$ cat src/rtl/priority_queue.sv
// -----------------------------------------------------------------------------
// priority_queue
//   Min-priority queue of up to DEPTH {data, id} entries kept sorted in a
//   register array. Entry 0 is the head (smallest data). Equal data values
//   keep arrival order. A push into a full queue evicts the tail of the
//   combined sorted set through the overflow port.
//
// Ports:
//   clk_i            clock, all state changes on rising edge
//   rst_i            synchronous active-high reset
//   push_i, data_i   push request and its data
//   pop_i            pop request (removes head)
//   drop_i, drop_id_i  drop request and the ID to remove
//   push_id_o        ID assigned to the next accepted push
//   push_rdy_o / pop_rdy_o / drop_rdy_o  combinational accept indications
//   full_o, empty_o, cnt_o  occupancy status
//   data_o           data of the last popped entry (registered)
//   peek_vld_o, peek_data_o  combinational head view
//   overflow_o       one-cycle pulse when a push evicted an entry
//   data_overflow_o  evicted data, held until the next overflow
// -----------------------------------------------------------------------------
module priority_queue #(
  parameter int DEPTH = 8,
  parameter int DW    = 8,
  parameter int IW    = 8,
  parameter int CW    = $clog2(DEPTH + 1)
) (
  input  logic          clk_i,
  input  logic          rst_i,
  input  logic          push_i,
  input  logic          pop_i,
  input  logic          drop_i,
  input  logic [IW-1:0] drop_id_i,
  input  logic [DW-1:0] data_i,
  output logic [IW-1:0] push_id_o,
  output logic          push_rdy_o,
  output logic          pop_rdy_o,
  output logic          drop_rdy_o,
  output logic          full_o,
  output logic          empty_o,
  output logic [CW-1:0] cnt_o,
  output logic [DW-1:0] data_o,
  output logic          peek_vld_o,
  output logic [DW-1:0] peek_data_o,
  output logic          overflow_o,
  output logic [DW-1:0] data_overflow_o
);

  // Storage
  logic [DW-1:0] data_q [DEPTH];
  logic [DW-1:0] data_d [DEPTH];
  logic [IW-1:0] id_q   [DEPTH];
  logic [IW-1:0] id_d   [DEPTH];
  logic [CW-1:0] cnt_q, cnt_d;
  logic [IW-1:0] push_id_q, push_id_d;
  logic [DW-1:0] pop_data_q, pop_data_d;
  logic          ovf_q, ovf_d;
  logic [DW-1:0] ovf_data_q, ovf_data_d;

  // Per-slot helper signals
  logic [DEPTH-1:0] valid;     // slot holds a live entry
  logic [DEPTH-1:0] le;        // live entry that sorts ahead of data_i
  logic [DEPTH-1:0] match;     // live entry whose ID equals drop_id_i
  logic [DEPTH-1:0] hit_pre;   // a match exists at this slot or nearer the head
  logic [DEPTH-1:0] ins_at;    // data_i is inserted exactly at this slot
  logic [DW-1:0]    prev_data [DEPTH];
  logic [IW-1:0]    prev_id   [DEPTH];
  logic [DW-1:0]    next_data [DEPTH];
  logic [IW-1:0]    next_id   [DEPTH];

  logic full, empty;
  logic pop_acc, push_acc, drop_acc;
  logic [DW-1:0] evict_data;

  assign full  = (cnt_q == CW'(DEPTH));
  assign empty = (cnt_q == '0);

  // pop > push > drop; only one operation is accepted per cycle
  assign pop_acc  = pop_i && !empty;
  assign push_acc = push_i && !pop_acc;
  assign drop_acc = drop_i && !pop_acc && !push_i;

  genvar gi;
  generate
    for (gi = 0; gi < DEPTH; gi++) begin : g_slot
      assign valid[gi]   = (CW'(gi) < cnt_q);
      // '<=' places a new item behind equal-valued ones, preserving arrival order
      assign le[gi]      = valid[gi] && (data_q[gi] <= data_i);
      assign match[gi]   = valid[gi] && (id_q[gi] == drop_id_i);
      assign hit_pre[gi] = |match[gi:0];

      // le is a thermometer code (array is sorted and valid entries are
      // contiguous), so the insert point is its first zero
      if (gi == 0) begin : g_head
        assign ins_at[gi]    = !le[gi];
        assign prev_data[gi] = data_i;
        assign prev_id[gi]   = push_id_q;
      end else begin : g_body
        assign ins_at[gi]    = !le[gi] && le[gi-1];
        assign prev_data[gi] = data_q[gi-1];
        assign prev_id[gi]   = id_q[gi-1];
      end

      if (gi == DEPTH - 1) begin : g_tail
        assign next_data[gi] = data_q[gi];
        assign next_id[gi]   = id_q[gi];
      end else begin : g_mid
        assign next_data[gi] = data_q[gi+1];
        assign next_id[gi]   = id_q[gi+1];
      end
    end
  endgenerate

  // When full, the tail of the combined set is lost: either data_i itself
  // (it sorts behind every entry) or the current last entry
  assign evict_data = le[DEPTH-1] ? data_i : data_q[DEPTH-1];

  always_comb begin
    for (int i = 0; i < DEPTH; i++) begin
      data_d[i] = data_q[i];
      id_d[i]   = id_q[i];
      if (pop_acc) begin
        data_d[i] = next_data[i];
        id_d[i]   = next_id[i];
      end else if (push_acc) begin
        if (ins_at[i]) begin
          data_d[i] = data_i;
          id_d[i]   = push_id_q;
        end else if (!le[i]) begin
          data_d[i] = prev_data[i];
          id_d[i]   = prev_id[i];
        end
      end else if (drop_acc && hit_pre[i]) begin
        data_d[i] = next_data[i];
        id_d[i]   = next_id[i];
      end
    end
  end

  always_comb begin
    cnt_d      = cnt_q;
    push_id_d  = push_id_q;
    pop_data_d = pop_data_q;
    ovf_d      = 1'b0;
    ovf_data_d = ovf_data_q;
    if (pop_acc) begin
      cnt_d      = cnt_q - CW'(1);
      pop_data_d = data_q[0];
    end else if (push_acc) begin
      push_id_d = push_id_q + IW'(1);
      if (full) begin
        ovf_d      = 1'b1;
        ovf_data_d = evict_data;
      end else begin
        cnt_d = cnt_q + CW'(1);
      end
    end else if (drop_acc && hit_pre[DEPTH-1]) begin
      cnt_d = cnt_q - CW'(1);
    end
  end

  always_ff @(posedge clk_i) begin
    if (rst_i) begin
      for (int i = 0; i < DEPTH; i++) begin
        data_q[i] <= '0;
        id_q[i]   <= '0;
      end
      cnt_q      <= '0;
      push_id_q  <= '0;
      pop_data_q <= '0;
      ovf_q      <= 1'b0;
      ovf_data_q <= '0;
    end else begin
      for (int i = 0; i < DEPTH; i++) begin
        data_q[i] <= data_d[i];
        id_q[i]   <= id_d[i];
      end
      cnt_q      <= cnt_d;
      push_id_q  <= push_id_d;
      pop_data_q <= pop_data_d;
      ovf_q      <= ovf_d;
      ovf_data_q <= ovf_data_d;
    end
  end

  assign push_id_o       = push_id_q;
  assign pop_rdy_o       = !empty;
  assign push_rdy_o      = !pop_acc;
  assign drop_rdy_o      = !pop_acc && !push_i;
  assign full_o          = full;
  assign empty_o         = empty;
  assign cnt_o           = cnt_q;
  assign data_o          = pop_data_q;
  assign peek_vld_o      = !empty;
  assign peek_data_o     = empty ? '0 : data_q[0];
  assign overflow_o      = ovf_q;
  assign data_overflow_o = ovf_data_q;

endmodule

$ cat config.mk
export PLATFORM = sky130hd
export DESIGN_NAME = priority_queue
export DESIGN_NICKNAME = d
export VERILOG_FILES = /design/src/rtl/priority_queue.sv
export SDC_FILE = /design/constraint.sdc
export NUM_CORES = 1
export LEC_CHECK = 0
export ABC_AREA = 0
export CAP_MARGIN = 20
export CORE_MARGIN = 10
export CORE_UTILIZATION = 61
export CTS_BUF_LIST = sky130_fd_sc_hd__clkbuf_16
export CTS_CLUSTER_DIAMETER = 120
export CTS_CLUSTER_SIZE = 28
export DETAILED_ROUTE_END_ITERATION = 7
export GPL_ROUTABILITY_DRIVEN = 0
export PLACE_DENSITY_LB_ADDON = 0.25
export SLEW_MARGIN = 10
export SYNTH_ARGS = -nofsm -noshare
export SYNTH_HDL_FRONTEND = slang
export SYNTH_SLANG_ARGS = --single-unit
$ cat constraint.sdc
create_clock -name clk_i -period 4.9 [get_ports clk_i]
set_clock_uncertainty 0.05 [all_clocks]
set_input_delay 0.98 -clock clk_i [delete_from_list [all_inputs] [get_ports clk_i]]
set_output_delay 0.98 -clock clk_i [all_outputs]
set_load 0.005 [all_outputs]
==> qor.yml <==
cts:
  postCtsSetupBuffers: 0
  cts_tree: "done"
  numCtsBuffers: 17
  clock_latency_ps: 440
  cts.sinks: 157
  postCtsResizedCells: 0
  cts_hold_buf: 0
  clock_path_buffers: 2
  cts-root-buf: "clkbuf_16"
  cts_max_level: 4
  clk_pin_slew_ps: 70
route:
  antenna_left: 0
  viasPerCell: 6.72
  drt_iter0_markers: 1244
  drc_errors: 0
  totalWireLength_um: 32000
  avgRoutedWirePerCell_um: 21.3
  drt_first_pass_iters: 5
  vias: 10100
floorplan:
  placementRows: 47
  core-area_sq_um: 16700
  initial_core_util: 0.628
  ios: 64
  fp.dieH_um: 151
  dieWidth_um: 151
  die_area_sq_um: 22800
final_layout:
  design_area_sq_um: 11800
  multi_input_area_sq_um: 6680
  insertedDiodeCount: 0
  nets: 1360
  drive_gt1_frac: 0.0896
  syn_to_final_growth_pct: 12.5
  seq_area_sq_um: 3140
  nFillCells: 1296
placement:
  placed_area_sq_um: 11200
  dpl.hpwl_um: 23300
  port_buffers: 63
yosys:
  yosysUniqueCellTypes: 69
  syn_area_sq_um: 10500
  synth-edff-count: 0
  synth_cells: 1263
  syn_avg_cell_area_sq_um: 8.30
  yosysTopAreaCell: "dfxtp_1"
  ys_ff_latch: 157
  async_flop_share: 0
  ys.flop_type: "dfxtp_1"
  synth.area.top_cells: "dfxtp_1 30%, ha_1 8.1%, a22o_1 8.0%"
  seq_area_frac_synth: 0.300
  syn_nets: 1352
  synth_top_area_share: 0.300
  yosysWarnings: 0
timing:
  setup_viol: 0
  max_freq_mhz: 250
  slew_violations: 0
  hold_violations: 0
  rsz0062_at_grt: "false"
  tns_ps: 0
  hold_ws_ps: 409
  period_share: 0.817
  relSlewSlack: 0.444
  finalCriticalPeriod_ps: 4010
  tightest_slew_ps: 834
pwr:
  power_frac_seq: 0.287
  power_frac_comb: 0.542
  power_leakage_nw: 4.86
  p_per_area_nw_per_um2: 674
  clockPowerShare: 0.171
  ir_drop_mv: 0.527
  p_switching_mw: 3.72
  p_int_mw: 4.22
  sw_frac_of_total: 0.469
critical_path:
  worstPathArrival_ps: 4290
  critPathCaptureType: "register"
  cp.required_ps: 5190
  r2r_slack_ps: 1180
  crit_fanout: 12
  reg2reg_to: "data_q[0][45]"
  reg2regPathDepth: 11
  path_class: "primary input to register"
  start_kind: "primary input"
  reg2reg_from: "cnt_o[1]"
grt:
  grt_antenna_before_repair: 0
  grt_remaining_overflow: 0
  grt_pass1_vias: 9348
  grt_util_all_layers: 0.278
  grt_max_degree: 107
  grt_pass1_wl_um: 50900
worst_hold_path:
  holdPathStages: 2
  hold_start: "data_o[1]"
  worstHoldEndpoint: "data_o[1]"
  hold_class: "register to register"
flow_run:
  drv_cap: 0
run_status:
  status: "complete, no violations"
==> cell usage after synthesis, types with 3 or more instances <==
cell and instances:
buf_4 6, nand4_1 21, mux2i_1 65, and3_1 10, a221o_1 7, dfxtp_1 157
nor2_1 139, xnor2_1 57, xor2_1 14, a21oi_1 111, buf_1 4, and2_1 9
mux2_2 3, nand3_1 61, nor2b_1 7, a21bo_2 8, buf_2 47, o21ai_0 41
inv_1 28, a22o_1 96, and4_1 4, nor3_1 8, nor2_2 3, buf_6 6
clkbuf_1 55, nor3_2 3, o21a_1 8, a221oi_1 3, ha_1 68, nand2b_1 3
a311oi_1 41, a21o_1 13, nor4_1 3, a31oi_1 36, nand2_1 72, o211ai_1 7
==> worst max path at each step <==
stage	start	end	slack (ps)	cells after the start
after floorplan	data_i[3]	data_q[0][22]	1170	13
after global placement	data_i[3]	data_q[0][22]	560	11
after detailed placement	data_i[7]	data_q[0][48]	500	11
after CTS	data_i[3]	data_q[0][22]	940	10
after global routing	data_i[3]	data_q[0][22]	750	12
final	data_i[7]	data_q[0][48]	890	11
==> through the flow <==
stage,worst slack (ps),util,cells,power (mW)
after global placement,563,0.670,1471,6.32
after CTS,943,0.705,1503,7.81
final,894,0.706,1504,7.95
after global routing,747,0.706,1504,8.39
after detailed placement,497,0.670,1471,6.44
after floorplan,1170,-,1263,5.22
==> critical path, stage by stage <==
cell and delay [ps]:
clkdlybuf4s50_1 550, inv_1 90, buf_4 190, ha_1 340, and4_1 180, and3_1 200, nor3b_1 550, or4b_1 570
buf_4 280, o221ai_1 130, a22o_1 210
==> routing by layer <==
metal  routed length, um  global-route usage  up-vias
met5                   0                   0        -
met4                 963               0.101        0
met3                3430              0.0585       74
met2               14200               0.429      590
met1               13500               0.375     4782
li1                    -                   -     4655
==> power by group through the flow <==
stage               clock, mW  sequential, mW  combinational [mW]
floorplan                   0            2.06                3.16
global placement            0            2.26                4.06
detailed placement          0            2.27                4.16
CTS                      1.36            2.25                4.21
global route             1.41            2.33                4.65
finish                   1.36            2.28                4.31
==> cells by family (layout without fill, tap and decap cells) <==
logic type	count (synthesis)	count (layout)	share of synthesized area
simple gates	357	357	0.160
compound gates	394	394	0.269
buf+inv	148	169	0.0652
flops	157	157	0.300
mux	68	68	0.0653
fa+ha+maj	68	68	0.0812
xor+xnor	71	71	0.0593
==> area by class of cell <==
class | count | share of cell area
inverter | 29 | 0.00923
clock inverter | 15 | 0.0138
multi-input combinational | 958 | 0.567
clock buffer | 17 | 0.0361
sequential | 157 | 0.267
tap | 220 | 0.0233
timing repair buffer | 108 | 0.0842
==> cells in the final DEF (no fill, tap or decap), drive strengths merged, types with 3 or more instances in the layout <==
master | synthesis | final
mux2i | 65 | 65
nand4 | 21 | 21
nor2b | 7 | 7
nand2b | 3 | 3
nand3 | 61 | 61
a22o | 96 | 96
dfxtp | 157 | 157
clkdlybuf4s50 | 0 | 62
a21bo | 8 | 8
xor2 | 14 | 14
a311oi | 41 | 41
and4 | 4 | 4
a21boi | 3 | 3
a31oi | 36 | 36
inv | 29 | 41
nor4 | 3 | 3
o21ai | 42 | 42
nand2 | 73 | 73
ha | 68 | 68
and2 | 10 | 10
nor3 | 13 | 13
clkbuf | 56 | 17
mux2 | 3 | 3
o31ai | 3 | 3
a221oi | 4 | 4
nor2 | 142 | 142
xnor2 | 57 | 57
a21oi | 113 | 113
a221o | 7 | 7
and3 | 10 | 10
buf | 63 | 46
o21a | 8 | 8
o211ai | 8 | 8
a21o | 13 | 13
==> flip-flops by register name, summed over array words and instances (netlist names) <==
| name | cells |
|---|---|
| id_q | 64 |
| push_id_o | 8 |
| data_overflow_o | 8 |
| overflow_o | 1 |
| data_o | 8 |
| cnt_o | 4 |
| data_q | 64 |
Note: power is estimated with default switching activity, not from simulation.
